--- src/rtl/step_sequence_controller.sv ---
// Step pattern sequencer: walks a tone-mask pattern one step per beat,
// counting passes against a programmed loop count.
module step_sequence_controller #(
   parameter int NUM_STEPS = 16,
   parameter int STEP_W    = 4,
   parameter int TONE_W    = 12,
   parameter int LOOP_W    = 7
) (
   input  logic              CLOCK_50,
   input  logic              reset,
   input  logic              start,
   input  logic              stop,
   input  logic [LOOP_W-1:0] loops,
   input  logic              step_tick,
   input  logic              pat_wr_en,
   input  logic [STEP_W-1:0] pat_wr_addr,
   input  logic [TONE_W-1:0] pat_wr_data,
   output logic [TONE_W-1:0] select,
   output logic [STEP_W-1:0] step_idx,
   output logic              playing,
   output logic              note_on,
   output logic [LOOP_W-1:0] loop_count,
   output logic              done
);

   typedef enum logic [1:0] {
      IDLE = 2'd0,
      RUN  = 2'd1,
      DONE = 2'd2
   } state_t;

   state_t            state_q, state_d;
   logic [TONE_W-1:0] pat_q [NUM_STEPS];
   logic [TONE_W-1:0] select_q, select_d;
   logic [STEP_W-1:0] step_q, step_d;
   logic [LOOP_W-1:0] lc_q, lc_d;
   logic [LOOP_W-1:0] loops_q, loops_d;
   logic              play_q, play_d;
   logic              done_q, done_d;

   logic [STEP_W-1:0] nxt_idx;
   logic [LOOP_W-1:0] lc_inc;
   logic [TONE_W-1:0] fwd0, fwdn;
   logic              last_step;

   // Entries being loaded see a same-cycle write to that address.
   always_comb begin
      nxt_idx   = step_q + STEP_W'(1);
      lc_inc    = lc_q + LOOP_W'(1);
      last_step = (step_q == STEP_W'(NUM_STEPS - 1));
      fwd0 = (pat_wr_en && pat_wr_addr == '0) ? pat_wr_data : pat_q[0];
      fwdn = (pat_wr_en && pat_wr_addr == nxt_idx) ? pat_wr_data
                                                   : pat_q[nxt_idx];
   end

   always_comb begin
      state_d  = state_q;
      select_d = select_q;
      step_d   = step_q;
      lc_d     = lc_q;
      loops_d  = loops_q;
      play_d   = play_q;
      done_d   = 1'b0;
      if (stop || state_q == DONE) begin
         state_d  = IDLE;
         select_d = '0;
         step_d   = '0;
         play_d   = 1'b0;
      end else if (start) begin
         state_d  = RUN;
         loops_d  = loops;
         step_d   = '0;
         lc_d     = '0;
         select_d = fwd0;
         play_d   = 1'b1;
      end else if (state_q == RUN && step_tick) begin
         if (!last_step) begin
            step_d   = nxt_idx;
            select_d = fwdn;
         end else begin
            lc_d   = lc_inc;
            step_d = '0;
            if (loops_q != '0 && lc_inc == loops_q) begin
               state_d  = DONE;
               select_d = '0;
               play_d   = 1'b0;
               done_d   = 1'b1;
            end else begin
               select_d = fwd0;
            end
         end
      end
   end

   always_ff @(posedge CLOCK_50) begin
      if (reset) begin
         state_q  <= IDLE;
         select_q <= '0;
         step_q   <= '0;
         lc_q     <= '0;
         loops_q  <= '0;
         play_q   <= 1'b0;
         done_q   <= 1'b0;
      end else begin
         state_q  <= state_d;
         select_q <= select_d;
         step_q   <= step_d;
         lc_q     <= lc_d;
         loops_q  <= loops_d;
         play_q   <= play_d;
         done_q   <= done_d;
      end
   end

   always_ff @(posedge CLOCK_50) begin
      if (reset) begin
         for (int i = 0; i < NUM_STEPS; i++) pat_q[i] <= '0;
      end else if (pat_wr_en) begin
         pat_q[pat_wr_addr] <= pat_wr_data;
      end
   end

   assign select     = select_q;
   assign step_idx   = step_q;
   assign playing    = play_q;
   assign note_on    = play_q && (select_q != '0);
   assign loop_count = lc_q;
   assign done       = done_q;

endmodule

--- config.mk ---
export PLATFORM = sky130hd
export DESIGN_NAME = step_sequence_controller
export DESIGN_NICKNAME = d
export VERILOG_FILES = /design/src/rtl/step_sequence_controller.sv
export SDC_FILE = /design/constraint.sdc
export NUM_CORES = 1
export LEC_CHECK = 0
export CORE_ASPECT_RATIO = 1.75
export CORE_UTILIZATION = 49
export DETAILED_ROUTE_END_ITERATION = 10
export HOLD_SLACK_MARGIN = 0.15
export PLACE_DENSITY = 0.67
export SYNTH_ARGS = -nofsm -noshare
export SYNTH_HDL_FRONTEND = slang
export SYNTH_SLANG_ARGS = --single-unit
export TNS_END_PERCENT = 5
--- constraint.sdc ---
create_clock -name CLOCK_50 -period 2.5 [get_ports CLOCK_50]
set_input_delay 0.5 -clock CLOCK_50 [delete_from_list [all_inputs] [get_ports CLOCK_50]]
set_output_delay 0.5 -clock CLOCK_50 [all_outputs]
set_load 0.05 [all_outputs]
==> impl_results.md, run 1 <==
* Post-synth top flop: edfxtp_1
* # clock sinks at 225
* Mapped Cells at 887
* Cell count along the critical path at 1
* Warnings from Yosys at 0
* CTS max path bufs at 3
* NetSw at 1800 uW
* GRT Total Usage at 26.5%
* H-tree level count at 1
* Global route overflow at 0
* Internal power at 6620 uW
* Die ar. at 23200 sq um
* Seq/Total Area, Yosys at 58.0%
* Crit path from: loop_count[2]
* Critical Path Fanout Max at 10
* Routed len/inst at 23.2 um
* Mapped Area at 11100 sq um
* Share of layout cells above drive strength 1 at 18.7%
* Post-CTS Setup Bufs at 0
* Vias at 7393
* Clock skew at 12.9 ps
* Status: completed
* Clock latency at the later pin of the worst-skew pair at 500 ps
* Clock Pin Slew Worst Setup and Hold Paths at 60 ps
* Largest net degree at the start of global routing at 37
* Logic pwr share at 7.4%
* EDFF count, synth at 192
* Slowest stage delay, CP at 870 ps
* Fin nets at 995
* Root Driver: clkbuf_16
* Reg area at 6430 sq um
* Slew Limit Fails at 0
* Switching portion of total power at 21.4%
* Vias in the first global route at 7598
* Post-DP HPWL at 19.8 mm
* Chip height at 201 um
* # fillers at 1815
* WP buf/inv at 1
* Final period util at 95.7%
* Async SR Flop Fraction at 0%
* Reg power frac at 51.4%
* Cts bufs inserted at 21
* Slew margin rel. at 19.7%
* CP max-delay cell: clkdlybuf4s50_1
* IO Port Bufs at 54
* Delay-heaviest family, CP: buffers and inverters
* Peak Freq at 0.418 GHz
* Worst r2r dst: select[3]
* CP arrival at 1890 ps
* Initial DRC count at 535
* Initial Util at 50.0%
* Reg2reg start: step_idx[0]
* Worst VDD drop at 408 uV
* RD Place Congestion at 0.953
* R2r setup slk at 160 ps
* Crit. End Element: output pin
* Worst setup path class: reg -> out
* Post-Route WL at 29.5 mm
* Final-report setup violation count at 0
* Power Total at 8420 uW
* Post-synthesis cell type count at 52
* Critical path cell sequence: clkdlybuf4s50_1
* First-pass GRT wire length at 44.6 mm
* WHS at 538 ps
* Net Count, Synth at 918
* Initial DRT Pass Iterations at 4
* Worst-Margin Slew at 1200 ps
* DRC errors left at 0
* Power per Cell Area at 639 nW/um^2
* Die X at 116 um
* Hold Crit Class: reg -> reg
* Max cap viols at 0
* Vias per inst at 5.80
* Worst Setup EP: loop_count[2]
* Clk pwr share at 41.2%
* Worst setup SP type: register
* Initial antenna violation count at 2
* Post-DRT Antenna Nets at 0
* Hold Vio Cnt, Final at 0
* RSZ-0062 raised after global routing: no
* Post-Syn Area per Cell at 12.5 sq um
* FF-to-FF path depth at 7
* #FFs+latches synth at 225
* Area delta synth->final at 18.9%
* CTS tree: built
* Final Util at 59.4%
* Placeable Area at 22200 sq um
* Critical Path RT at 2000 ps
* # IOs at 55
* Multi-input logic area at 4320 sq um
* Final min period at 2390 ps
* Row cnt at 72
* Leak at 0.00477 uW
## cells by family (layout without fill, tap and decap cells)
logic type | after synthesis | count (layout) | synth area share [%]
AO/OA/AOI/OAI | 96 | 96 | 5.87
adder cells (fa/ha/maj) | 2 | 2 | 0.226
XOR/XNOR | 14 | 14 | 1.49
flip-flops | 225 | 225 | 58.0
other | 0 | 1 | 0
multiplexers | 55 | 55 | 10.4
buffers and inverters | 84 | 175 | 3.24
AND/OR/NAND/NOR | 411 | 411 | 20.8
## registers in the layout, indices dropped and copies added, names as in the netlist
signal / count
pat_q: 192
step_idx: 4
done: 1
loop_count: 7
playing: 1
loops_q: 7
state_q: 1
select: 12
## Yosys cell counts (all sizes together) (5+ instances only)
library cell    n  share of area [%]
and2          205                 12
edfxtp        192                 52
nand2          57                1.9
nand3          55                2.5
clkbuf         49                1.7
mux4           48                9.8
nor2           37                1.3
dfxtp          33                6.0
o21ai          32                1.4
buf            21                1.1
or2            16               0.90
a21oi          15               0.78
a21o           14               0.95
inv            13               0.44
a21boi         12               0.81
o211ai         12               0.81
nor3           10               0.54
mux2i           7               0.63
xor2            7               0.55
and3            6               0.34
or3             5               0.33
## final cells by class
| class | count | share of cell area (%) |
|---|---|---|
| timing repair buffer | 124 | 9.48 |
| sequential | 225 | 48.8 |
| inverter | 14 | 0.399 |
| clock inverter | 13 | 1.50 |
| antenna | 1 | 0.0190 |
| multi-input combinational | 578 | 32.8 |
| clock buffer | 24 | 4.15 |
| tap | 296 | 2.81 |
## worst min path at each step
stage / start / cells past startpoint / end
after global routing: loop_count[6] / 2 / loop_count[6]
after detailed placement: state_q[1] / 2 / state_q[1]
after floorplan: state_q[1] / 2 / state_q[1]
after global placement: state_q[1] / 2 / state_q[1]
final: loop_count[6] / 2 / loop_count[6]
after CTS: loop_count[6] / 2 / loop_count[6]
## what timing repair did
| action | 4_1_cts | 5_1_grt |
|---|---|---|
| pin swaps | 0 | 0 |
| hold endpoints to repair | 0 | 0 |
| setup endpoints to repair | 2 | 8 |
| hold buffers | 0 | 0 |
| resized for setup | 2 | 2 |
## per-stage QoR
stage	cell area, sq um	TNS [ps]	std cells	setup WS (ps)
2_1_floorplan	11100	0	887	6.17
3_3_place_gp	12400	-179	1237	-15.7
3_5_place_dp	12400	-563	1237	-44.6
4_1_cts	13200	0	1274	99.7
5_1_grt	13200	0	1275	21.0
6_report	13200	0	1275	108
## per-layer routing
layer	up-vias	track usage (%)	wire [um]
met2	266	45.0	15200
met5	-	0	0
li1	3353	-	-
met1	3681	31.6	10900
met3	93	3.56	1470
met4	0	16.0	1890
## cell usage in the layout, fill, tap and decap left out, drive strengths merged, types with 3 or more instances in the layout
cell,n
buf,71
clkinv,6
mux4,48
clkbuf,24
and3,6
a21boi,12
clkdlybuf4s50,51
nor3,10
xnor2,4
nand2,57
o211ai,12
dfxtp,33
a22oi,3
edfxtp,192
nor4,4
and2,205
nand3b,3
a21oi,15
o21ai,32
mux2i,7
a21o,14
or2,16
nor2,37
xor2,7
nand2b,3
nand3,55
or3,5
inv,14
bufinv,5
## power by group through the flow
stage | Sequential (uW) | Clock (uW) | Combinational [uW]
global placement | 4400 | 0 | 613
global route | 4340 | 3660 | 660
CTS | 4330 | 3530 | 622
finish | 4330 | 3470 | 623
detailed placement | 4410 | 0 | 619
floorplan | 4410 | 0 | 303
Note: power is estimated with default switching activity, not from simulation.
==> inputs of run 2 (changes only) <==
--- a/config.mk
+++ b/config.mk
@@ -7,9 +7,11 @@
 export LEC_CHECK = 0
 export CORE_ASPECT_RATIO = 1.75
 export CORE_UTILIZATION = 49
+export CTS_CLUSTER_DIAMETER = 120
 export DETAILED_ROUTE_END_ITERATION = 10
 export HOLD_SLACK_MARGIN = 0.15
 export PLACE_DENSITY = 0.67
+export SKIP_LAST_GASP = 1
 export SYNTH_ARGS = -nofsm -noshare
 export SYNTH_HDL_FRONTEND = slang
 export SYNTH_SLANG_ARGS = --single-unit
==> impl_results.md, run 2 (synthesis gave the netlist of run 1 again) <==
* Die ar. at 23200 sq um (unchanged)
* Clock Pin Slew Worst Setup and Hold Paths at 60 ps (about the same)
* Area delta synth->final at 18.9% (about the same)
* Final period util at 99.5% (was 95.7%)
* WP buf/inv at 1 (unchanged)
* Cts bufs inserted at 21 (unchanged)
* CP max-delay cell: clkdlybuf4s50_1 (unchanged)
* Worst setup SP type: register (unchanged)
* Slew margin rel. at 19.9% (was 19.7%)
* Share of layout cells above drive strength 1 at 18.7% (unchanged)
* Cell count along the critical path at 1 (unchanged)
* Post-DRT Antenna Nets at 0 (unchanged)
* Cts hold-fix bufs at 0 (unchanged)
* Root Driver: clkbuf_16 (unchanged)
* Critical Path RT at 2000 ps (about the same)
* IO Port Bufs at 54 (unchanged)
* Power per Cell Area at 639 nW/um^2 (about the same)
* GRT Total Usage at 26.5% (unchanged)
* RSZ-0062 raised after global routing: yes (was no)
* Row cnt at 72 (unchanged)
* Chip height at 201 um (unchanged)
* RD Place Congestion at 0.953 (unchanged)
* Slew Limit Fails at 0 (unchanged)
* Worst r2r dst: select[10] (was select[3])
* CP arrival at 1990 ps (was 1890 ps)
* Vias per inst at 5.79 (was 5.80)
* Placed inst area at 12400 sq um (unchanged)
* Final min period at 2490 ps (was 2390 ps)
* Post-DP HPWL at 19.8 mm (unchanged)
* First-pass GRT wire length at 44.6 mm (unchanged)
* Worst VDD drop at 409 uV (was 408 uV)
* Power Total at 8420 uW (about the same)
* Cells on Worst Hold Path at 2 (unchanged)
* Initial Util at 50.0% (unchanged)
* Placeable Area at 22200 sq um (unchanged)
* Hold Crit Class: reg -> reg (unchanged)
* CTS tree: built (unchanged)
* Vias in the first global route at 7598 (unchanged)
* Initial antenna violation count at 2 (unchanged)
* # clock sinks at 225 (unchanged)
* HP Start: loop_count[6] (unchanged)
* Delay-heaviest family, CP: buffers and inverters (unchanged)
* WHS at 537 ps (was 538 ps)
* Critical path cell sequence: clkdlybuf4s50_1 (unchanged)
* Placed cells at 1237 (unchanged)
* CTS max path bufs at 3 (unchanged)
* Vias at 7388 (was 7393)
* Hold Vio Cnt, Final at 0 (unchanged)
* Hold path endpoint: loop_count[6] (unchanged)
* Reg2reg start: loop_count[0] (was step_idx[0])
* Peak Freq at 0.402 GHz (was 0.418 GHz)
* Slowest stage delay, CP at 890 ps (was 870 ps)
* Biggest register: pat_q (unchanged)
* Design area at 13200 sq um (about the same)
* Worst setup path class: reg -> out (unchanged)
* Post-CTS Setup Bufs at 0 (unchanged)
* Initial DRC count at 556 (was 535)
* DRC errors left at 0 (unchanged)
* Clock latency at the later pin of the worst-skew pair at 500 ps (about the same)
* Largest net degree at the start of global routing at 37 (unchanged)
* Final-report setup violation count at 0 (unchanged)
* # IOs at 55 (unchanged)
* FF-to-FF path depth at 8 (was 7)
* R2r setup slk at 110 ps (was 160 ps)
* Critical Path Fanout Max at 8 (was 10)
* Setup_tns at 0 ps (unchanged)
* Initial DRT Pass Iterations at 5 (was 4)
* Die X at 116 um (unchanged)
* Max reg flops at 192 (unchanged)
* Fin nets at 995 (unchanged)
* Clock skew at 13.6 ps (was 12.9 ps)
* Global route overflow at 0 (unchanged)
* Status: completed (unchanged)
* Final cell count without fillers at 1275 (unchanged)
* Max cap viols at 0 (unchanged)
* Crit. End Element: output pin (unchanged)
* Commonest non-fill, non-tap cell in the layout: and2_1 (unchanged)
* Commonest cells after routing, fill and taps aside: and2_1 (205), edfxtp_1 (192), nand2_1 (57) (unchanged)
* H-tree level count at 1 (unchanged)
* Worst-Margin Slew at 1200 ps (about the same)
* Post-Route WL at 29.6 mm (was 29.5 mm)
* Routed len/inst at 23.2 um (about the same)
* Leak at 0.00476 uW (was 0.00477 uW)
-- run 2: cell count changes in the layout (fill, tap and decap cells not counted) --
cell | previous run | this run
dlygate4sd2_1 | 2 | 1
clkdlybuf4s50_1 | 51 | 52
nor3_2 | 1 | 2
nor3_4 | 1 | 0
-- run 2: layer usage --
metal | share of wire (%) | global-route usage (%) | up-vias | wire [um]
li1 | - | - | 3348 | -
met1 | 37 | 31.6 | 3678 | 10900
met2 | 52 | 45.0 | 274 | 15300
met3 | 5.1 | 3.56 | 88 | 1500
met4 | 6.3 | 16.0 | 0 | 1860
met5 | 0 | 0 | - | 0
-- run 2: worst min-delay path, stage by stage, from the launching register on --
cell	delay, ps
dfxtp_1	340
o21ai_0	80
a21oi_1	60
-- run 2: metrics by stage --
stage / util [%] / setup WS (ps)
after floorplan: - / 6.17
after global placement: 56.0 / -15.7
after detailed placement: 56.0 / -44.6
after CTS: 59.4 / -0.588
after global routing: 59.4 / -19.9
final: 59.4 / 11.5
-- run 2: repair_timing --
action / CTS / global route
endpoints found under the hold margin: 0 / 0
endpoints found under the setup margin: 2 / 9
pin swaps: 0 / 0
resized for setup: 1 / 1
-- run 2: where the power goes --
group	internal, uW	switching [uW]
registers	4260	69.6
logic	265	358
clock network	2090	1370
-- run 2: area by class of cell --
cell class / count / area (sq um)
fill: 1816 / 8990
sequential: 225 / 6430
multi-input combinational: 578 / 4320
timing repair buffer: 124 / 1250
clock buffer: 24 / 547
tap: 296 / 370
clock inverter: 13 / 198
inverter: 14 / 52.6
antenna: 1 / 2.50
-- run 2: worst max path at each step --
stage                   startpoint          end  slack (ps)
floorplan            loop_count[0]   select[10]           6
CTS                    step_idx[2]  step_idx[2]        -0.6
detailed placement  pat_wr_addr[3]  pat_q[4][1]         -40
global placement    pat_wr_addr[3]  pat_q[4][1]         -20
finish                 step_idx[2]  step_idx[2]          10
global route           step_idx[2]  step_idx[2]         -20
